### config.mk
export PLATFORM = sky130hd
export DESIGN_NAME = stream_demux1_2
export DESIGN_NICKNAME = d
export VERILOG_FILES = /design/src/rtl/stream_demux1_2.sv
export SDC_FILE = /design/constraint.sdc
export NUM_CORES = 1
export LEC_CHECK = 0
export BUFFER_PORTS_ARGS = -buffer_cell sky130_fd_sc_hd__buf_2
export CORE_AREA = 2 2 107 109
export DETAILED_ROUTE_END_ITERATION = 8
export DIE_AREA = 0 0 109 111
export GPL_TIMING_DRIVEN = 0
export PLACE_DENSITY_LB_ADDON = 0.3
export SYNTH_ARGS = -nofsm -noshare
export SYNTH_HDL_FRONTEND = slang
export SYNTH_SLANG_ARGS = --single-unit
### constraint.sdc
create_clock -name clk -period 1.8 [get_ports clk]
set_clock_uncertainty 0.1 [all_clocks]
set_input_delay 0.18 -clock clk [delete_from_list [all_inputs] [get_ports clk]]
set_output_delay 0.18 -clock clk [all_outputs]
set_load 0.02 [all_outputs]
### src/rtl/stream_demux1_2.sv
// stream_demux1_2: registered 1:2 stream demultiplexer.
// One input beat is steered by in_sel into one of two one-entry output slots.
// Each slot has its own valid/ready handshake, so a stalled consumer never
// blocks beats headed for the other consumer.
// Optional feature macro: STREAM_DEMUX_STATS_EN adds per-output accept
// counters cnt0/cnt1 of CNT_W bits.
module stream_demux1_2 #(
  parameter int WIDTH = 64,
  parameter int CNT_W = 16
) (
  input  logic             clk,
  input  logic             reset,
  input  logic             in_valid,
  input  logic             in_sel,
  input  logic [WIDTH-1:0] in_data,
  output logic             in_ready,
  output logic             out0_valid,
  output logic [WIDTH-1:0] out0_data,
  input  logic             out0_ready,
  output logic             out1_valid,
  output logic [WIDTH-1:0] out1_data,
  input  logic             out1_ready
`ifdef STREAM_DEMUX_STATS_EN
  ,
  output logic [CNT_W-1:0] cnt0,
  output logic [CNT_W-1:0] cnt1
`endif
);

  typedef enum logic {
    S_EMPTY = 1'b0,
    S_FULL  = 1'b1
  } slot_state_t;

  logic             slot_valid [2];
  logic [WIDTH-1:0] slot_data  [2];
  logic             slot_ready [2];
  logic             accept;

  // Reject nonsensical widths at elaboration time.
  if (WIDTH < 1 || CNT_W < 1) begin : g_param_check
    $error("stream_demux1_2: WIDTH and CNT_W must be at least 1");
  end

  assign slot_ready[0] = out0_ready;
  assign slot_ready[1] = out1_ready;

  // Accept when the addressed slot is empty or is being drained this cycle;
  // the other slot's state plays no part, so it can never block this beat.
  assign in_ready = !reset && (!slot_valid[in_sel] || slot_ready[in_sel]);
  assign accept   = in_valid && in_ready;

  genvar gi;
  for (gi = 0; gi < 2; gi++) begin : g_slot
    slot_state_t      state_reg;
    slot_state_t      state_next;
    logic [WIDTH-1:0] data_reg;
    logic             load;
    logic             drain;
    logic             valid_w;

    assign load  = accept && (in_sel == 1'(gi));
    assign drain = valid_w && slot_ready[gi];

    // State register: reset empties the slot and discards any held beat.
    always_ff @(posedge clk) begin
      if (reset) begin
        state_reg <= S_EMPTY;
      end else begin
        state_reg <= state_next;
      end
    end

    // Next state: fill on load; empty only on a drain without a refill.
    always_comb begin
      state_next = state_reg;
      case (state_reg)
        S_EMPTY: if (load) state_next = S_FULL;
        S_FULL:  if (drain && !load) state_next = S_EMPTY;
        default: state_next = S_EMPTY;
      endcase
    end

    // Output decode: the slot presents a beat whenever it is full.
    always_comb begin
      valid_w = (state_reg == S_FULL);
    end

    // Payload register: written only on a load, so it is stable while stalled.
    always_ff @(posedge clk) begin
      if (reset) begin
        data_reg <= '0;
      end else if (load) begin
        data_reg <= in_data;
      end
    end

    assign slot_valid[gi] = valid_w;
    assign slot_data[gi]  = data_reg;
  end

  assign out0_valid = slot_valid[0];
  assign out0_data  = slot_data[0];
  assign out1_valid = slot_valid[1];
  assign out1_data  = slot_data[1];

`ifdef STREAM_DEMUX_STATS_EN
  logic [CNT_W-1:0] slot_cnt [2];

  for (gi = 0; gi < 2; gi++) begin : g_stats
    logic [CNT_W-1:0] cnt_reg;

    // Count accepts into this slot; wraps naturally at 2^CNT_W.
    always_ff @(posedge clk) begin
      if (reset) begin
        cnt_reg <= '0;
      end else if (g_slot[gi].load) begin
        cnt_reg <= cnt_reg + 1'b1;
      end
    end

    assign slot_cnt[gi] = cnt_reg;
  end

  assign cnt0 = slot_cnt[0];
  assign cnt1 = slot_cnt[1];
`endif

endmodule

# == Word-level counts from Yosys, hierarchy flattened ==
# Index checks and enable logic that the tools add are counted.
# classes
magnitude_cmp,1
n_mux,12
n_bitwise,4
reduce_logical,13
# op_table
op,n
1-bit two-way mux,10
1-bit logical AND,8
1-bit logical NOT,4
1-bit one-hot mux with 2 select lines,2
1-bit inverter,3
"2-bit >= comparator, second input constant",1
1-bit inverter with 2-bit output,1
1-bit logical OR,1
# totals
regBits,130
in_bits,70
out_inout_bits,131
elab_cells,34

# == Longest topological paths before layout ==
# Gate-level depths: netlist (run 1).
# depth
word_depth,13
depth_mapped,5
mapped_depth_nobuf,3

# == Least setup slack after synthesis (run 1) ==
# OpenSTA, ideal clock, no wires.
# synth_path
path_kind,register to register
startpoint,"reg g_slot[1].state_reg, in the netlist out1_valid"
endpoint,"reg g_slot[1].data_reg[34], in the netlist out1_data[34]"
setup_time_ps,121
arrival_ps,1297
t_required_ps,1579
setup_slack_ps,282
stages_incl_launch_ff,6
synth_period_minus_slack_ps,1518
cell_sequence,dfxtp_1 nand2b_1 nand4b_1 buf_4 buf_6 mux2_2
# synth_between
elab_chain_len,8
# synth_lines
item,line,text
from (decl),55,slot_state_t state_reg;
from (signal assigned),70,state_reg <= state_next;
1-bit two-way mux (not written as such) (3 in a row),50,assign in_ready = !reset && (!slot_valid[in_sel] || slot_ready[in_sel]);
1-bit logical NOT,50,
1-bit logical OR,50,
1-bit logical AND,50,
1-bit logical AND,51,assign accept = in_valid && in_ready;
1-bit logical AND,62,assign load = accept && (in_sel == 1'(gi));
to (signal assigned),94,data_reg <= in_data;
to (decl),57,logic [WIDTH-1:0] data_reg;
# No other way between the ends. The select of a mux whose other input is x is not followed.
# A chain may end at the register's enable or synchronous reset.

# == Worst setup path after layout (run 1) ==
# layout_path
startpoint,in out0_ready
endpoint,"reg g_slot[0].data_reg[21], in the netlist out0_data[21]"
# layout_between
elab_chain_len,7
# layout_lines
item,line,text
from (decl),19,"input logic out0_ready,"
1-bit two-way mux (not written as such) (3 in a row),50,
1-bit logical OR,50,
1-bit logical AND,50,
1-bit logical AND,51,
1-bit logical AND,62,
to (signal assigned),94,
to (decl),57,
# No other way between the ends. The select of a mux whose other input is x is not followed.

==> metrics, run 1 <==
synth unique cells=16; Synth Cell Area=5290 sq um; Post-Layout Inst Area=7770 sq um; final hold vios=0; CTS tree=done; reg2reg setup slack=200 ps; cell family with most CP delay=buffers and inverters; fmax=0.604 GHz; Layout Area Growth over Synthesis=46.9%; setup ws final=144 ps; CP required=1990 ps; DPL Wire Length=8.82 mm; max cap viols=0; Final min period=1660 ps; first-pass GRT wire length=21.5 mm; clk buf depth=2; Placed Cells=766; num ports=201; #FFs+latches synth=130; Setup WS pre-CTS=162 ps; Slowest cell on crit path=dlygate4sd3_1; initial core utilization=47.8%; aggregate global-route resource usage=22.9%; Cell Pwr Density=1010 nW/um^2; worst hold slack=34.4 ps; routed vias/inst=4.69; CP Capture Type=flip-flop; CP peak stage delay=540 ps; clock transition at the registers of the reported paths=60 ps; DR iter-0 viols=115; Worst Path Buf+Inv=4; Reg2Reg Depth=5; Min-Delay Path Class=in -> reg; critical-path maximum fanout=10; clk sinks=130; Syn Nets=493; Final ANT Viol Nets=0; initial antenna violation count=0; CTS HTree Levels=4; CTS Buf Count=17; Fillers=770; Site Rows=39; layout cells sized above 1=52.5%; GRT overflow=0; setup_tns=0 ps; Worst Hold Path EP=out1_valid$_SDFF_PP0_; critical-path cell list=dlygate4sd3_1, buf_2, nand2b_1, nand2_1, buf_4, buf_6, mux2_4; max_slew headroom=63.8%; Core ar.=11100 sq um; Pleak=3.93 nW; WS Path Type=in -> reg; vias in the first global route=4333; final worst path period share=92.0%; most frequent cells in the layout=buf_2, dfxtp_1, nor2b_1, mux2_2, dlygate4sd3_1; via count=4049; worst-margin pin slew=543 ps; drt first pass iters=5; final non-filler cell total=863; DP Area=6470 sq um; Final GP Congestion=0.782; hold_sp=out1_ready; Worst R2R Start=out1_valid$_SDFF_PP0_; Hold Crit Depth=3; Critical Path AT=1850 ps; Detailed Route WL=13.5 mm; routed len/inst=15.7 um; setup violators final=0; Mean Syn Cell Area=12.5 sq um; post-synthesis cell count=423; outcome=finished clean; die area=12100 sq um; Chip Width=109 um; most common cell after layout, fill and taps aside=buf_2; RSZ-0062 raised after global routing=no; Worst setup SP type=input port; clock latency on the worst-skew pair=410 ps; Layout Nets=777; final count of pins violating max slew=0; fin util=70.1%; Power Total=7.86 mW; Worst VDD drop=0.941 mV; ANT cells=0; Ys Warns=0; Die Ht=111 um; Reg-to-Reg End=out1_data[51]$_SDFFE_PP0P_; # DRC=0; Port Buffers=200; CTS root buf=clkbuf_16; pin count of the biggest net entering global routing=17; sequential area share after synthesis=49.2%
[where the power goes]
group | total (mW) | internal (mW) | switching (mW)
clock | 3.71 | 2.49 | 1.21
sequential | 3.12 | 3.04 | 0.0731
combinational | 1.04 | 0.524 | 0.512
[timing repair]
item,in CTS,in global routing
setup buffers,0,0
hold buffers,65,0
endpoints found under the hold margin,129,0
resized for setup,0,0
[tightest hold or removal path: cells and delay by family]
kind | cells | cell delay, ps
simple gates | 1 | 150
compound gates | 1 | 80
buf+inv | 1 | 80
[kinds of logic (layout without fill, tap and decap cells)]
family                 Yosys count  after routing  synth area share (%)
multiplexers                   129            129                  30.9
AND/OR/NAND/NOR                134            134                  15.9
AO/OA/AOI/OAI                    2              2                 0.189
buffers and inverters           28            325                  3.78
flip-flops                     130            130                  49.2
[worst max path at each step]
stage / end / cells past startpoint / startpoint / slack (ps)
floorplan: out1_data[34]$_SDFFE_PP0P_ / 5 / out1_valid$_SDFF_PP0_ / 280
global route: out0_data[60]$_SDFFE_PP0P_ / 7 / out0_ready / 60
detailed placement: out0_data[41]$_SDFFE_PP0P_ / 5 / reset / 160
CTS: out0_data[21]$_SDFFE_PP0P_ / 7 / out0_ready / 130
global placement: out0_data[34]$_SDFFE_PP0P_ / 5 / reset / 190
finish: out0_data[21]$_SDFFE_PP0P_ / 7 / out0_ready / 140
[flip-flops by register name, indices dropped and copies added (netlist names)]
register and cells:
out1_valid 1, out0_valid 1, out0_data 64, out1_data 64
[Yosys cell counts]
cell type,n,area share [%]
nor2b_1,128,15
mux2_1,2,0.43
nor3b_2,1,0.24
buf_2,7,0.66
dfxtp_1,130,49
mux2i_1,1,0.19
buf_4,3,0.43
mux2_2,77,16
nor2_1,1,0.071
clkbuf_1,8,0.57
mux2_4,49,14
nand4b_1,1,0.17
nand2b_1,2,0.24
nand2_1,1,0.071
a21oi_1,2,0.19
buf_6,10,2.1
[cell type report]
| cell class | instances | area (sq um) | area share (%) |
|---|---|---|---|
| well taps | 143 | 179 | 2.30 |
| plain buffers | 28 | 200 | 2.58 |
| clock buffers | 23 | 498 | 6.41 |
| multi-input cells | 265 | 2490 | 32.0 |
| repair buffers | 265 | 1650 | 21.3 |
| flip-flops and latches | 130 | 2600 | 33.5 |
| clock inverters | 9 | 150 | 1.93 |
[per-layer routing]
layer  global-route usage (%)  vias up  share of wire, %
met5                        0        -                 0
met4                     8.63        0               1.8
met3                     7.70       16               6.8
met2                     40.1      138                50
met1                     25.1     1922                41
li1                         -     1973                 -
Note: power is estimated with default switching activity, not from simulation.
==> run 2: changes to the inputs <==
==> constraint.sdc (replaced) <==
create_clock -name clk -period 1.8 [get_ports clk]
set_clock_uncertainty 0.1 [all_clocks]
set_input_delay 0.27 -clock clk [delete_from_list [all_inputs] [get_ports clk]]
set_output_delay 0.27 -clock clk [all_outputs]
set_load 0.02 [all_outputs]
==> run 2 against run 1 <==
Compared with the run above: total power fell by 0.16%; cell area shrank 0.95%; worst setup slack better by 51 ps; critical path depth decreased by 2; sequential share of layout area up 0.32 points; non-clock buffer count down 8; count of clock-buffer cells in the layout unchanged.
==> metrics, run 2 (synthesized netlist as in run 1, its figures left out) <==
outcome=finished clean; Worst Path Buf+Inv=2 (-2); Site Rows=39 (unchanged); Worst setup SP type=flip-flop; DR iter-0 viols=120 (+4.3%); Min-Delay Path Class=in -> reg; Setup WS pre-CTS=37.9 ps (-124 ps); Comb power frac=13.0% (-0.2 points); vias in the first global route=4304 (-0.67%); layout cells sized above 1=53.1% (+0.59 points); Die Ht=111 um (unchanged); Pleak=3.90 nW (-0.77%); Slowest cell on crit path=mux2_2; max_slew headroom=63.8% (about the same); setup ws final=195 ps (+50.7 ps); Placed Cells=766 (unchanged); die area=12100 sq um (unchanged); Internal=6.05 mW (-0.17%); register area=2600 sq um (unchanged); met1 Track Usage GR=25.1% (-0.028 points); clock transition at the registers of the reported paths=60 ps (about the same); clock share of power=47.3% (about the same); GRT Max-Usage Layer=met2; M3 GR Usage=7.88% (+0.18 points); Worst VDD drop=0.936 mV (-0.55%); critical-path maximum fanout=10 (unchanged); GRT overflow=0 (unchanged); routed len/inst=15.6 um (-0.48%); most common cell after layout, fill and taps aside=buf_2; CP peak stage delay=360 ps (-180 ps); final hold vios=0 (unchanged); critical-path cell list=nand2b_1, nand4b_1, buf_4, buf_6, mux2_2; CTS root buf=clkbuf_16; RSZ-0062 raised after global routing=no; NetSw=1.80 mW (-0.12%); met2 Usage GRT=39.3% (-0.79 points); # DRC=0 (unchanged); post-CTS setup buffers=0 (unchanged); Final GP Congestion=0.782 (unchanged); ANT cells=0 (unchanged); initial core utilization=47.8% (unchanged); final non-filler cell total=855 (-0.93%); clock latency on the worst-skew pair=410 ps (about the same); clk sinks=130 (unchanged); first-pass GRT wire length=21.4 mm (-0.54%); pin count of the biggest net entering global routing=17 (unchanged); WS Path Type=reg -> reg; final count of pins violating max slew=0 (unchanged); Core ar.=11100 sq um (unchanged); routed vias/inst=4.69 (about the same); area of the multi-input gates=2490 sq um (unchanged); Fillers=784 (+1.8%); num ports=201 (unchanged); DPL Wire Length=8.82 mm (unchanged); most frequent cells in the layout=buf_2, dfxtp_1, nor2b_1, mux2_2, dlygate4sd3_1; cell family with most CP delay=buffers and inverters; CTS HTree Levels=4 (unchanged); aggregate global-route resource usage=22.8% (-0.11 points); via count=4011 (-0.94%); initial antenna violation count=0 (unchanged); Final ANT Viol Nets=0 (unchanged); Layout Nets=769 (-1.0%); worst-margin pin slew=542 ps (-0.706 ps); Seq pwr share=39.7% (about the same); Port Buffers=200 (unchanged); Chip Width=109 um (unchanged); clk buf depth=2 (unchanged); CTS tree=done; drt first pass iters=4 (-1); final worst path period share=89.2% (-2.8 points); Final min period=1600 ps (-50.7 ps); CP required=2000 ps (about the same); setup violators final=0 (unchanged); CP Capture Type=flip-flop; Sw Ratio=22.9% (about the same); Critical Path AT=1800 ps (-50 ps); Cell Pwr Density=1020 nW/um^2 (+0.80%); fmax=0.623 GHz (+3.2%); CTS Buf Count=17 (unchanged); max cap viols=0 (unchanged); setup_tns=0 ps (unchanged); Layout Area Growth over Synthesis=45.5%; Detailed Route WL=13.3 mm (-1.4%)
run 2: changes by cell type in the layout (fill, tap and decap cells not counted), sizes merged:
| cell | before | now |
|---|---|---|
| clkbuf | 31 | 30 |
| dlygate4sd3 | 65 | 58 |
run 2: cell type report:
cell class | count | area share [%]
flip-flops and latches | 130 | 33.8
multi-input cells | 265 | 32.3
repair buffers | 258 | 20.6
clock buffers | 23 | 6.47
plain buffers | 27 | 2.55
well taps | 143 | 2.33
clock inverters | 9 | 1.95
run 2: layer usage:
| layer | vias to the layer above | wire length [um] |
|---|---|---|
| met5 | - | 0 |
| met4 | 0 | 286 |
| met3 | 20 | 960 |
| met2 | 136 | 6630 |
| met1 | 1893 | 5450 |
| li1 | 1962 | - |
run 2: metrics by stage:
step	hold WS (ps)	total power, mW	cell area, sq um	utilization [%]
global placement	392	4.07	6470	58.4
detailed placement	403	4.09	6470	58.4
finish	14.0	7.85	7690	69.5
floorplan	295	3.75	5290	-
CTS	0.987	7.91	7700	69.5
global route	6.25	8.13	7690	69.5
run 2: power by group through the flow:
| stage | Combinational [mW] | Sequential, mW | Clock, mW |
|---|---|---|---|
| after CTS | 1.02 | 3.12 | 3.77 |
| after global placement | 0.904 | 3.16 | 0 |
| after global routing | 1.09 | 3.13 | 3.90 |
| after detailed placement | 0.922 | 3.17 | 0 |
| final | 1.02 | 3.12 | 3.71 |
| after floorplan | 0.381 | 3.37 | 0 |
run 2: worst paths after layout:
path                                     end                  start  cells past startpoint  slack [ps]
hold reg to reg        out0_valid$_SDFF_PP0_  out0_valid$_SDFF_PP0_                      2         440
hold / removal     out0_data[7]$_SDFFE_PP0P_             in_data[7]                      2          10
setup reg to reg  out1_data[51]$_SDFFE_PP0P_  out1_valid$_SDFF_PP0_                      5         200
setup / recovery  out1_data[51]$_SDFFE_PP0P_  out1_valid$_SDFF_PP0_                      5         200
run 2: timing repair:
item | in CTS | in global routing
hold buffers | 58 | 0
resized for setup | 0 | 0
endpoints found under the hold margin | 107 | 0
endpoints found under the setup margin | 0 | 1
